==> config.mk <==
export PLATFORM = sky130hd
export DESIGN_NAME = fetch_stage_flat
export DESIGN_NICKNAME = d
export VERILOG_FILES = /design/src/rtl/cpu_types_pkg.sv /design/src/rtl/fetch_stage_if.sv /design/src/rtl/fetch_stage_ifid_latch.sv /design/src/rtl/fetch_stage.sv /design/src/flat_wrapper.sv
export SDC_FILE = /design/constraint.sdc
export NUM_CORES = 1
export LEC_CHECK = 0
export ABC_CLOCK_PERIOD_IN_PS = 2110
export BUFFER_PORTS_ARGS = -buffer_cell sky130_fd_sc_hd__buf_4
export CAP_MARGIN = 20
export CORE_MARGIN = 2
export CORE_UTILIZATION = 54
export CTS_BUF_LIST = sky130_fd_sc_hd__clkbuf_4
export DETAILED_ROUTE_END_ITERATION = 16
export HOLD_SLACK_MARGIN = 0.03
export PLACE_DENSITY = 0.93
export SYNTH_ARGS = -nofsm -noshare
export SYNTH_HDL_FRONTEND = slang
export SYNTH_SLANG_ARGS = --single-unit
==> constraint.sdc <==
create_clock -name CLK -period 2.11 [get_ports CLK]
set_input_delay 0.3165 -clock CLK [delete_from_list [all_inputs] [get_ports CLK]]
set_output_delay 0.3165 -clock CLK [all_outputs]
set_load 0.01 [all_outputs]
==> src/rtl/cpu_types_pkg.sv <==
// Shared CPU types: word_t for all 32-bit buses, fetch FSM states, IF/ID payload.
package cpu_types_pkg;

    localparam int unsigned WORD_W = 32;

    typedef logic [WORD_W-1:0] word_t;

    // sll $0,$0,0 -- the bubble instruction placed into IF/ID
    localparam word_t NOP_INSTR = 32'h0000_0000;
    localparam word_t PC_STEP   = 32'd4;

    typedef enum logic [1:0] {
        FETCH  = 2'd0,
        DRAIN  = 2'd1,
        HALTED = 2'd2
    } fetch_state_t;

    typedef struct packed {
        word_t instr;
        word_t npc;
        logic  valid;
    } ifid_t;

    // Instruction addresses are word aligned; low two bits are dropped.
    function automatic word_t align_word(input word_t addr);
        return addr & ~word_t'(3);
    endfunction

endpackage

==> src/rtl/fetch_stage_if.sv <==
// Fetch-stage bus bundle: icache handshake, downstream control, IF/ID outputs.
//   master : the fetch stage (drives iREN/iaddr and the IF/ID register outputs)
//   slave  : icache + downstream stages (drive ihit/iload and stall/redirect/halt)
interface fetch_stage_if;
    import cpu_types_pkg::*;

    logic  ihit;
    word_t iload;
    logic  iREN;
    word_t iaddr;
    logic  stall;
    logic  redirect_en;
    word_t redirect_pc;
    logic  halt;
    word_t ifid_instr;
    word_t ifid_npc;
    logic  ifid_valid;

    modport master (
        input  ihit, iload, stall, redirect_en, redirect_pc, halt,
        output iREN, iaddr, ifid_instr, ifid_npc, ifid_valid
    );

    modport slave (
        output ihit, iload, stall, redirect_en, redirect_pc, halt,
        input  iREN, iaddr, ifid_instr, ifid_npc, ifid_valid
    );
endinterface

==> src/rtl/fetch_stage_ifid_latch.sv <==
// IF/ID pipeline register with load / hold / flush controls.
//   clk, rst_n        : clock, async active-low reset (resets to bubble)
//   load              : capture {instr_in, npc_in, valid=1}
//   flush             : write the bubble {BUBBLE_INSTR, 0, 0}; wins over load
//   neither asserted  : hold
//   instr, npc, valid : registered outputs to decode
module ifid_latch #(
    parameter cpu_types_pkg::word_t BUBBLE_INSTR = cpu_types_pkg::NOP_INSTR
) (
    input  logic                 clk,
    input  logic                 rst_n,
    input  logic                 load,
    input  logic                 flush,
    input  cpu_types_pkg::word_t instr_in,
    input  cpu_types_pkg::word_t npc_in,
    output cpu_types_pkg::word_t instr,
    output cpu_types_pkg::word_t npc,
    output logic                 valid
);
    import cpu_types_pkg::*;

    ifid_t ifid_q;

    // IF/ID storage
    always_ff @(posedge clk or negedge rst_n) begin
        if (!rst_n) begin
            ifid_q <= '{instr: BUBBLE_INSTR, npc: '0, valid: 1'b0};
        end else if (flush) begin
            ifid_q <= '{instr: BUBBLE_INSTR, npc: '0, valid: 1'b0};
        end else if (load) begin
            ifid_q <= '{instr: instr_in, npc: npc_in, valid: 1'b1};
        end
    end

    assign instr = ifid_q.instr;
    assign npc   = ifid_q.npc;
    assign valid = ifid_q.valid;

endmodule

==> src/rtl/fetch_stage.sv <==
// Instruction fetch stage: owns the PC, drives the icache request, absorbs
// stall / redirect / halt, and feeds the IF/ID register.
//   CLK, nRST : clock, async active-low reset
//   fif       : fetch_stage_if.master (icache handshake, control in, IF/ID out)
// iREN/iaddr are decoded from state/pc only, so there is no path from ihit.
module fetch_stage #(
    parameter cpu_types_pkg::word_t PC_INIT   = 32'h0000_0000,
    parameter cpu_types_pkg::word_t NOP_INSTR = cpu_types_pkg::NOP_INSTR
) (
    input  logic          CLK,
    input  logic          nRST,
    fetch_stage_if.master fif
);
    import cpu_types_pkg::*;

    fetch_state_t state_q, state_d;
    word_t        pc_q, pc_d;
    word_t        pend_q, pend_d;
    word_t        target;
    word_t        pc_plus4;
    logic         ifid_load;
    logic         ifid_flush;

    assign target   = align_word(fif.redirect_pc);
    assign pc_plus4 = pc_q + PC_STEP;

    // State, PC and pending redirect target
    always_ff @(posedge CLK or negedge nRST) begin
        if (!nRST) begin
            state_q <= FETCH;
            pc_q    <= PC_INIT;
            pend_q  <= '0;
        end else begin
            state_q <= state_d;
            pc_q    <= pc_d;
            pend_q  <= pend_d;
        end
    end

    // Next state; priority halt > redirect > stall > normal
    always_comb begin
        state_d    = state_q;
        pc_d       = pc_q;
        pend_d     = pend_q;
        ifid_load  = 1'b0;
        ifid_flush = 1'b0;

        unique case (state_q)
            FETCH: begin
                if (fif.halt) begin
                    ifid_flush = 1'b1;
                    state_d    = HALTED;
                end else if (fif.redirect_en) begin
                    ifid_flush = 1'b1;
                    if (fif.ihit) begin
                        pc_d = target;
                    end else begin
                        // miss still outstanding: keep iaddr, apply target on return
                        pend_d  = target;
                        state_d = DRAIN;
                    end
                end else if (fif.stall) begin
                    // hold everything; the returned word is re-requested
                end else if (fif.ihit) begin
                    ifid_load = 1'b1;
                    pc_d      = pc_plus4;
                end else begin
                    ifid_flush = 1'b1;
                end
            end

            DRAIN: begin
                ifid_flush = 1'b1;
                if (fif.halt) begin
                    state_d = HALTED;
                end else begin
                    // latest redirect wins, even on the cycle the miss returns
                    if (fif.redirect_en) begin
                        pend_d = target;
                    end
                    if (fif.ihit) begin
                        pc_d    = fif.redirect_en ? target : pend_q;
                        state_d = FETCH;
                    end
                end
            end

            HALTED: begin
                ifid_flush = 1'b1;
            end

            default: begin
                ifid_flush = 1'b1;
                state_d    = HALTED;
            end
        endcase
    end

    assign fif.iREN  = (state_q != HALTED);
    assign fif.iaddr = pc_q;

    ifid_latch #(
        .BUBBLE_INSTR (NOP_INSTR)
    ) u_ifid_latch (
        .clk      (CLK),
        .rst_n    (nRST),
        .load     (ifid_load),
        .flush    (ifid_flush),
        .instr_in (fif.iload),
        .npc_in   (pc_plus4),
        .instr    (fif.ifid_instr),
        .npc      (fif.ifid_npc),
        .valid    (fif.ifid_valid)
    );

endmodule

==> src/flat_wrapper.sv <==
// flat-port wrapper written by rule: the top's interface ports become plain ports
module fetch_stage_flat import cpu_types_pkg::*;
#(
    parameter cpu_types_pkg::word_t PC_INIT   = 32'h0000_0000,
    parameter cpu_types_pkg::word_t NOP_INSTR = cpu_types_pkg::NOP_INSTR
)
  (CLK, nRST, fif_ihit, fif_iload, fif_stall, fif_redirect_en, fif_redirect_pc, fif_halt, fif_iREN, fif_iaddr, fif_ifid_instr, fif_ifid_npc, fif_ifid_valid);
  fetch_stage_if fif_i ();
  input  logic CLK;
  input  logic nRST;
  input wire logic [$bits(fif_i.ihit)-1:0] fif_ihit;
  input wire logic [$bits(fif_i.iload)-1:0] fif_iload;
  input wire logic [$bits(fif_i.stall)-1:0] fif_stall;
  input wire logic [$bits(fif_i.redirect_en)-1:0] fif_redirect_en;
  input wire logic [$bits(fif_i.redirect_pc)-1:0] fif_redirect_pc;
  input wire logic [$bits(fif_i.halt)-1:0] fif_halt;
  output wire logic [$bits(fif_i.iREN)-1:0] fif_iREN;
  output wire logic [$bits(fif_i.iaddr)-1:0] fif_iaddr;
  output wire logic [$bits(fif_i.ifid_instr)-1:0] fif_ifid_instr;
  output wire logic [$bits(fif_i.ifid_npc)-1:0] fif_ifid_npc;
  output wire logic [$bits(fif_i.ifid_valid)-1:0] fif_ifid_valid;
  assign fif_i.ihit = fif_ihit;
  assign fif_i.iload = fif_iload;
  assign fif_i.stall = fif_stall;
  assign fif_i.redirect_en = fif_redirect_en;
  assign fif_i.redirect_pc = fif_redirect_pc;
  assign fif_i.halt = fif_halt;
  assign fif_iREN = fif_i.iREN;
  assign fif_iaddr = fif_i.iaddr;
  assign fif_ifid_instr = fif_i.ifid_instr;
  assign fif_ifid_npc = fif_i.ifid_npc;
  assign fif_ifid_valid = fif_i.ifid_valid;
  fetch_stage #(.PC_INIT(PC_INIT), .NOP_INSTR(NOP_INSTR)) u_core (.CLK(CLK), .nRST(nRST), .fif(fif_i));
endmodule
==> impl_metrics.toml, run 1 <==
[status]
outcome = "complete, no violations"

[clocking]
clk_latency_ps = 580
cts_tree = "yes"
clkTransAtPathRegs_ps = 120
cts_num_sinks = 131
clockBufferDepth = 2
clock_tree.root_cell = "clkbuf_4"
cts-buffers-inserted = 17
h-tree-depth = 4

[detailed_routing]
wl_mm = 21.81
drc = 0
ant_nets = 0
dr.pass1.iters = 7
via_per_inst = 6.375
vias = 6235
wl_per_cell_um = 22.30
drtIter0Drc = 797

[timing]
period_share = 0.9370
setup_ws_ps = 132.9
skew_ps = 44.32
max_slew.worst_pin.slew_ps = 561.8
slew_viol_final = 0
hold_viol = 0
setup_viol = 0
relSlewSlack = 0.6220
fin_setup_tns_ps = 0
rsz0062_at_grt = "no"
min_period_ps = 1977
fmax_mhz = 505.8

[placement]
hpwl_mm = 12.67
gp_congestion = 0.8864
pre_cts_ws_ps = 173.9
port_buffers = 165

[pwr]
p_leak_nw = 4.155
power_density_nw_per_um2 = 606.5
vdd_drop_max_mv = 0.4240

[synthesis]
synth_edf_count = 0
synth_nets = 655
yosys_warnings = 0
ys.flop_type = "dfrtp_1"
yosysSeqAreaShare = 0.5367
netlist_instances = 584
yosys.cell_types.count = 49
synth_top_area_cell = "dfrtp_1"
synth_area_leaders = "dfrtp_1 (54%), mux2_2 (5.5%), a22o_1 (5.4%)"
ys_ff_latch = 131
synth.avg_cell_area_um2 = 10.46
synth.cell_area_um2 = 6108
synth-async-reset-ratio = 1.000
synth.top_cell.area_share = 0.5367

[floorplan]
rows = 38
start_util = 0.5586
die_w_um = 110.4
die_h_um = 110.4
core_um2 = 10940
die_area_um2 = 12180
io_pins = 168

[setup_path]
end_kind = "register"
cp.arrival_ps = 2450
required_ps = 2590
cp_slowest_cell = "dlygate4sd3_1"
slowest_delay_ps = 570
r2r-end = "u_core.fif.iaddr[29]"
crit_path_max_fanout = 35
path_class = "in -> reg"
cp_cell_sequence = "dlygate4sd3_1, buf_4, nor4_1, and2_1, buf_4, a22o_1"
start_kind = "primary input"
ff2ff_path_depth = 6
crit_top_cell = "buf_4"
timing.rr.start = "u_core.fif.iaddr[4]"
regToRegSetupSlack_ps = 130

[global_routing]
grt_overflow_total = 0
first_global_vias = 6156
grt_max_degree = 52
grt_pass1_wl_mm = 33.26
antenna_found_initial = 1
track_usage = 0.3690

[worst_hold_path]
hp-class = "in -> async"

[cells_and_area]
drive_gt1_frac = 0.3238
syn_to_final_growth_pct = 40.82
nets = 895

[run]
max-cap-violations = 0
-- critical path, delay by kind of cell --
kind / cells / cell delay, ps
simple gates: 2 / 760
compound gates: 1 / 270
buf+inv: 3 / 1090
-- final cells by class --
cell class                 instances  area, um^2
clock inverter                    14       162.7
multi-input combinational        400        2629
antenna                            1       2.502
timing repair buffer             263        2177
inverter                          11       41.29
tap                              140       175.2
sequential                       131        3279
fill                             643        2333
clock buffer                      18       135.1
-- where the power goes --
part           internal (mW)  switching (mW)  total (mW)
Sequential              2.59           0.104        2.70
Combinational          0.346           0.336       0.681
Clock                  0.827            1.01        1.84
Total                   3.77            1.45        5.22
-- worst max path at each step --
stage          slack [ps]                          to           startpoint
2_1_floorplan         160        u_core.fif.iaddr[26]  u_core.fif.iaddr[2]
3_3_place_gp          210        u_core.fif.iaddr[26]  u_core.fif.iaddr[2]
3_5_place_dp          170        u_core.fif.iaddr[26]  u_core.fif.iaddr[2]
4_1_cts               150        u_core.fif.iaddr[26]  u_core.fif.iaddr[2]
5_1_grt                20        u_core.fif.iaddr[27]  u_core.fif.iaddr[2]
6_report              130  u_core.u_ifid_latch.npc[3]      fif_redirect_en
-- per-layer routing --
metal / global-route usage / wire (um)
met1: 0.4412 / 7757
met2: 0.6069 / 10710
met3: 0.09230 / 2068
met4: 0.2134 / 1273
met5: 0 / 0
-- synthesized netlist by cell type (all sizes together) (13+ instances only) --
cell      n
a21oi    30
a22o     38
and3     16
buf      19
clkbuf   23
dfrtp   131
mux2     30
nand2    69
nand3    16
nand4    13
nor2     21
o21ai    63
xnor2    14
xor2     13
-- through the flow --
step | power, mW | util | area (um^2) | hold WS [ps] | instances
floorplan | 2.930 | - | 6108 | 20.91 | 584
global placement | 3.240 | 0.6957 | 7607 | 286.5 | 877
detailed placement | 3.271 | 0.6957 | 7607 | 286.2 | 877
CTS | 5.105 | 0.7796 | 8526 | 30.01 | 971
global route | 5.377 | 0.7866 | 8602 | 240.8 | 978
finish | 5.217 | 0.7866 | 8602 | 257.5 | 978
-- registers in the layout (all words and copies together) (netlist names) --
register and cells:
u_core.state_q 2, u_core.pend_q 32, u_core.fif.iaddr 32, u_core.u_ifid_latch.valid 1, u_core.u_ifid_latch.npc 32, u_core.u_ifid_latch.instr 32
-- timing repair --
item / in CTS / in global routing
resized for setup: 0 / 6
hold buffers: 62 / 4
endpoints found under the setup margin: 0 / 14
endpoints found under the hold margin: 92 / 4
setup buffers: 0 / 2
-- cell usage in the layout, fill, tap and decap left out, drive strengths merged, types with 13 or more instances in the layout --
cell type | netlist | final
a22o | 38 | 38
clkbuf | 23 | 18
xnor2 | 14 | 14
and3 | 16 | 16
o21ai | 63 | 63
dlygate4sd3 | 0 | 66
nor2 | 21 | 21
nand2 | 69 | 69
mux2 | 30 | 30
nand3 | 16 | 16
buf | 19 | 197
dfrtp | 131 | 131
nand4 | 13 | 13
xor2 | 13 | 13
a21oi | 30 | 30
-- kinds of logic after synthesis --
group                      count (synthesis)  synth area share
adders and majority gates                  1          0.002048
AOI/OAI and AO/OA                        183            0.1995
and+or+nand+nor                          159            0.1317
DFF                                      131            0.5367
buffers and inverters                     53           0.03605
muxes                                     30           0.05530
xor gates and xnor gates                  27           0.03871
No activity file was read; power rests on OpenSTA's default activity.
==> run 2: changes to the inputs <==
--- a/config.mk
+++ b/config.mk
@@ -13,6 +13,7 @@
 export CTS_BUF_LIST = sky130_fd_sc_hd__clkbuf_4
 export DETAILED_ROUTE_END_ITERATION = 16
 export HOLD_SLACK_MARGIN = 0.03
+export MAX_ROUTING_LAYER = met4
 export PLACE_DENSITY = 0.93
 export SYNTH_ARGS = -nofsm -noshare
 export SYNTH_HDL_FRONTEND = slang
==> run 2 against run 1 <==
Against the previous run:
- critical path depth is 1 higher
- total power down 4.0%
- wire length down 0.10%
- largest cell class unchanged
- largest power group unchanged
- highest routed layer unchanged
==> impl_metrics.toml, run 2 (synthesized netlist as in run 1, its figures left out) <==
[status]
outcome = "complete, no violations"

[global_routing]
first_global_vias = 6091
antenna_found_initial = 0
grt_max_degree = 52
track_usage = 0.3818
grt_pass1_wl_mm = 33.11
grt_overflow_total = 0

[setup_path]
crit_path_max_fanout = 9
cp.arrival_ps = 2530
start_kind = "register"
required_ps = 2580
path_class = "reg -> reg"
end_kind = "register"

[detailed_routing]
maxUsedRoutingLayer = "met4"
drtIter0Drc = 748
ant_nets = 0
drc = 0
vias = 6134
dr_wl_met2_mm = 10.62
dr.pass1.iters = 6
wl_per_cell_um = 22.25
wl_mm = 21.78
met1_length_mm = 7.752
via_per_inst = 6.266
wl_met3_mm = 1.985

[cells_and_area]
post-route-util = 0.7834
final_common_cell = "buf_4"
instances_no_fill = 979
antenna_cells = 0
fill_cells = 657
mostFrequentLayoutCells = "buf_4 (195), dfrtp_1 (131), nand2_1 (69), dlygate4sd3_1 (67), o21ai_0 (47)"
drive_gt1_frac = 0.3194
syn_to_final_growth_pct = 40.25
nets = 897

[placement]
port_buffers = 165
hpwl_mm = 12.47
gp_congestion = 0.8831
pre_cts_ws_ps = 178.6
dp.cells = 876

[floorplan]
die_w_um = 110.4
die_area_um2 = 12180
io_pins = 168
rows = 38
core_um2 = 10940
die_h_um = 110.4
start_util = 0.5586

[clocking]
h-tree-depth = 4
clk_latency_ps = 570
clockBufferDepth = 2
cts_tree = "yes"
clock_tree.root_cell = "clkbuf_4"
cts_num_sinks = 131
clkTransAtPathRegs_ps = 130
cts-buffers-inserted = 17

[pwr]
switching_power_mw = 1.479
vdd_drop_max_mv = 0.6393
p_comb_frac = 0.138
p_seq_frac = 0.537
power.clock.fraction = 0.324
p_leak_nw = 4.147
intPower_mw = 3.529
fin_total_pwr_mw = 5.008
p_sw_frac = 0.2953
power_density_nw_per_um2 = 584.6

[timing]
setup_ws_ps = 48.89
slew_viol_final = 0
worst_hold_slack_ps = 243.3
hold_viol = 0
max_slew.worst_pin.slew_ps = 622.6
setup_viol = 0
min_period_ps = 2061
period_share = 0.9768
relSlewSlack = 0.5811
fmax_mhz = 485.2
skew_ps = 21.66

[worst_hold_path]
hp-class = "in -> async"

[run]
max-cap-violations = 0
==> run 2: cell types whose count changed in the layout (fill, tap and decap cells not counted), sizes merged <==
cell / change
clkinvlp: +1
dlygate4sd3: +1
bufinv: -2
buf: +1
diode: -1
clkbuf: -1
inv: +2
==> run 2: per-layer routing <==
| metal | track usage | vias up |
|---|---|---|
| met2 | 0.6069 | 466 |
| met5 | - | - |
| met4 | 0.2170 | 0 |
| met1 | 0.4432 | 2920 |
| li1 | - | 2614 |
| met3 | 0.09524 | 134 |
==> run 2: path summary, 6_finish.rpt <==
path                                             startpoint                     endpoint  slack, ps  cells past startpoint
min in group CLK                                  fif_stall          u_core.fif.iaddr[4]        300                      5
worst min register to register  u_core.u_ifid_latch.npc[24]  u_core.u_ifid_latch.npc[24]        500                      2
max in group asynchronous                              nRST   u_core.u_ifid_latch.npc[1]       1000                      3
worst min-delay path                                   nRST   u_core.u_ifid_latch.npc[7]        240                      2
worst max-delay path                    u_core.fif.iaddr[2]         u_core.fif.iaddr[31]         50                      7
worst max register to register          u_core.fif.iaddr[2]         u_core.fif.iaddr[31]         50                      7
==> run 2: layout make-up <==
type | instances | area (um^2) | area share
clock buffers | 17 | 127.6 | 0.01490
well taps | 140 | 175.2 | 0.02045
inverters | 11 | 41.29 | 0.004820
repair buffers | 265 | 2195 | 0.2562
flip-flops and latches | 131 | 3278 | 0.3826
clock inverters | 15 | 132.6 | 0.01548
multi-input cells | 400 | 2618 | 0.3055
==> run 2: repair_timing <==
| action | 4_1_cts | 5_1_grt |
|---|---|---|
| gates resized for setup | 0 | 1 |
| endpoints found under the setup margin | 0 | 5 |
| hold buffers | 66 | 1 |
| buffers inserted | 0 | 4 |
| hold endpoints to repair | 100 | 1 |
==> run 2: power groups by stage <==
stage	Clock (mW)	Combinational, mW	Sequential (mW)
6_report	1.62	0.694	2.69
2_1_floorplan	0	0.197	2.73
3_3_place_gp	0	0.534	2.71
4_1_cts	1.62	0.663	2.68
5_1_grt	1.73	0.736	2.70
3_5_place_dp	0	0.553	2.73
==> run 2: worst max-delay path: stages (launching register included) <==
cell and delay, ps:
dfrtp_1 380, buf_4 190, nand3_1 220, nor2_1 240
buf_4 230, nand4_1 190, o31a_1 300, o22ai_1 200
==> run 2: per-stage QoR <==
stage | TNS (ps) | cell area, um^2
floorplan | 0 | 6108
CTS | 0 | 8521
global route | -27.07 | 8567
finish | 0 | 8567
global placement | 0 | 7600
detailed placement | 0 | 7600
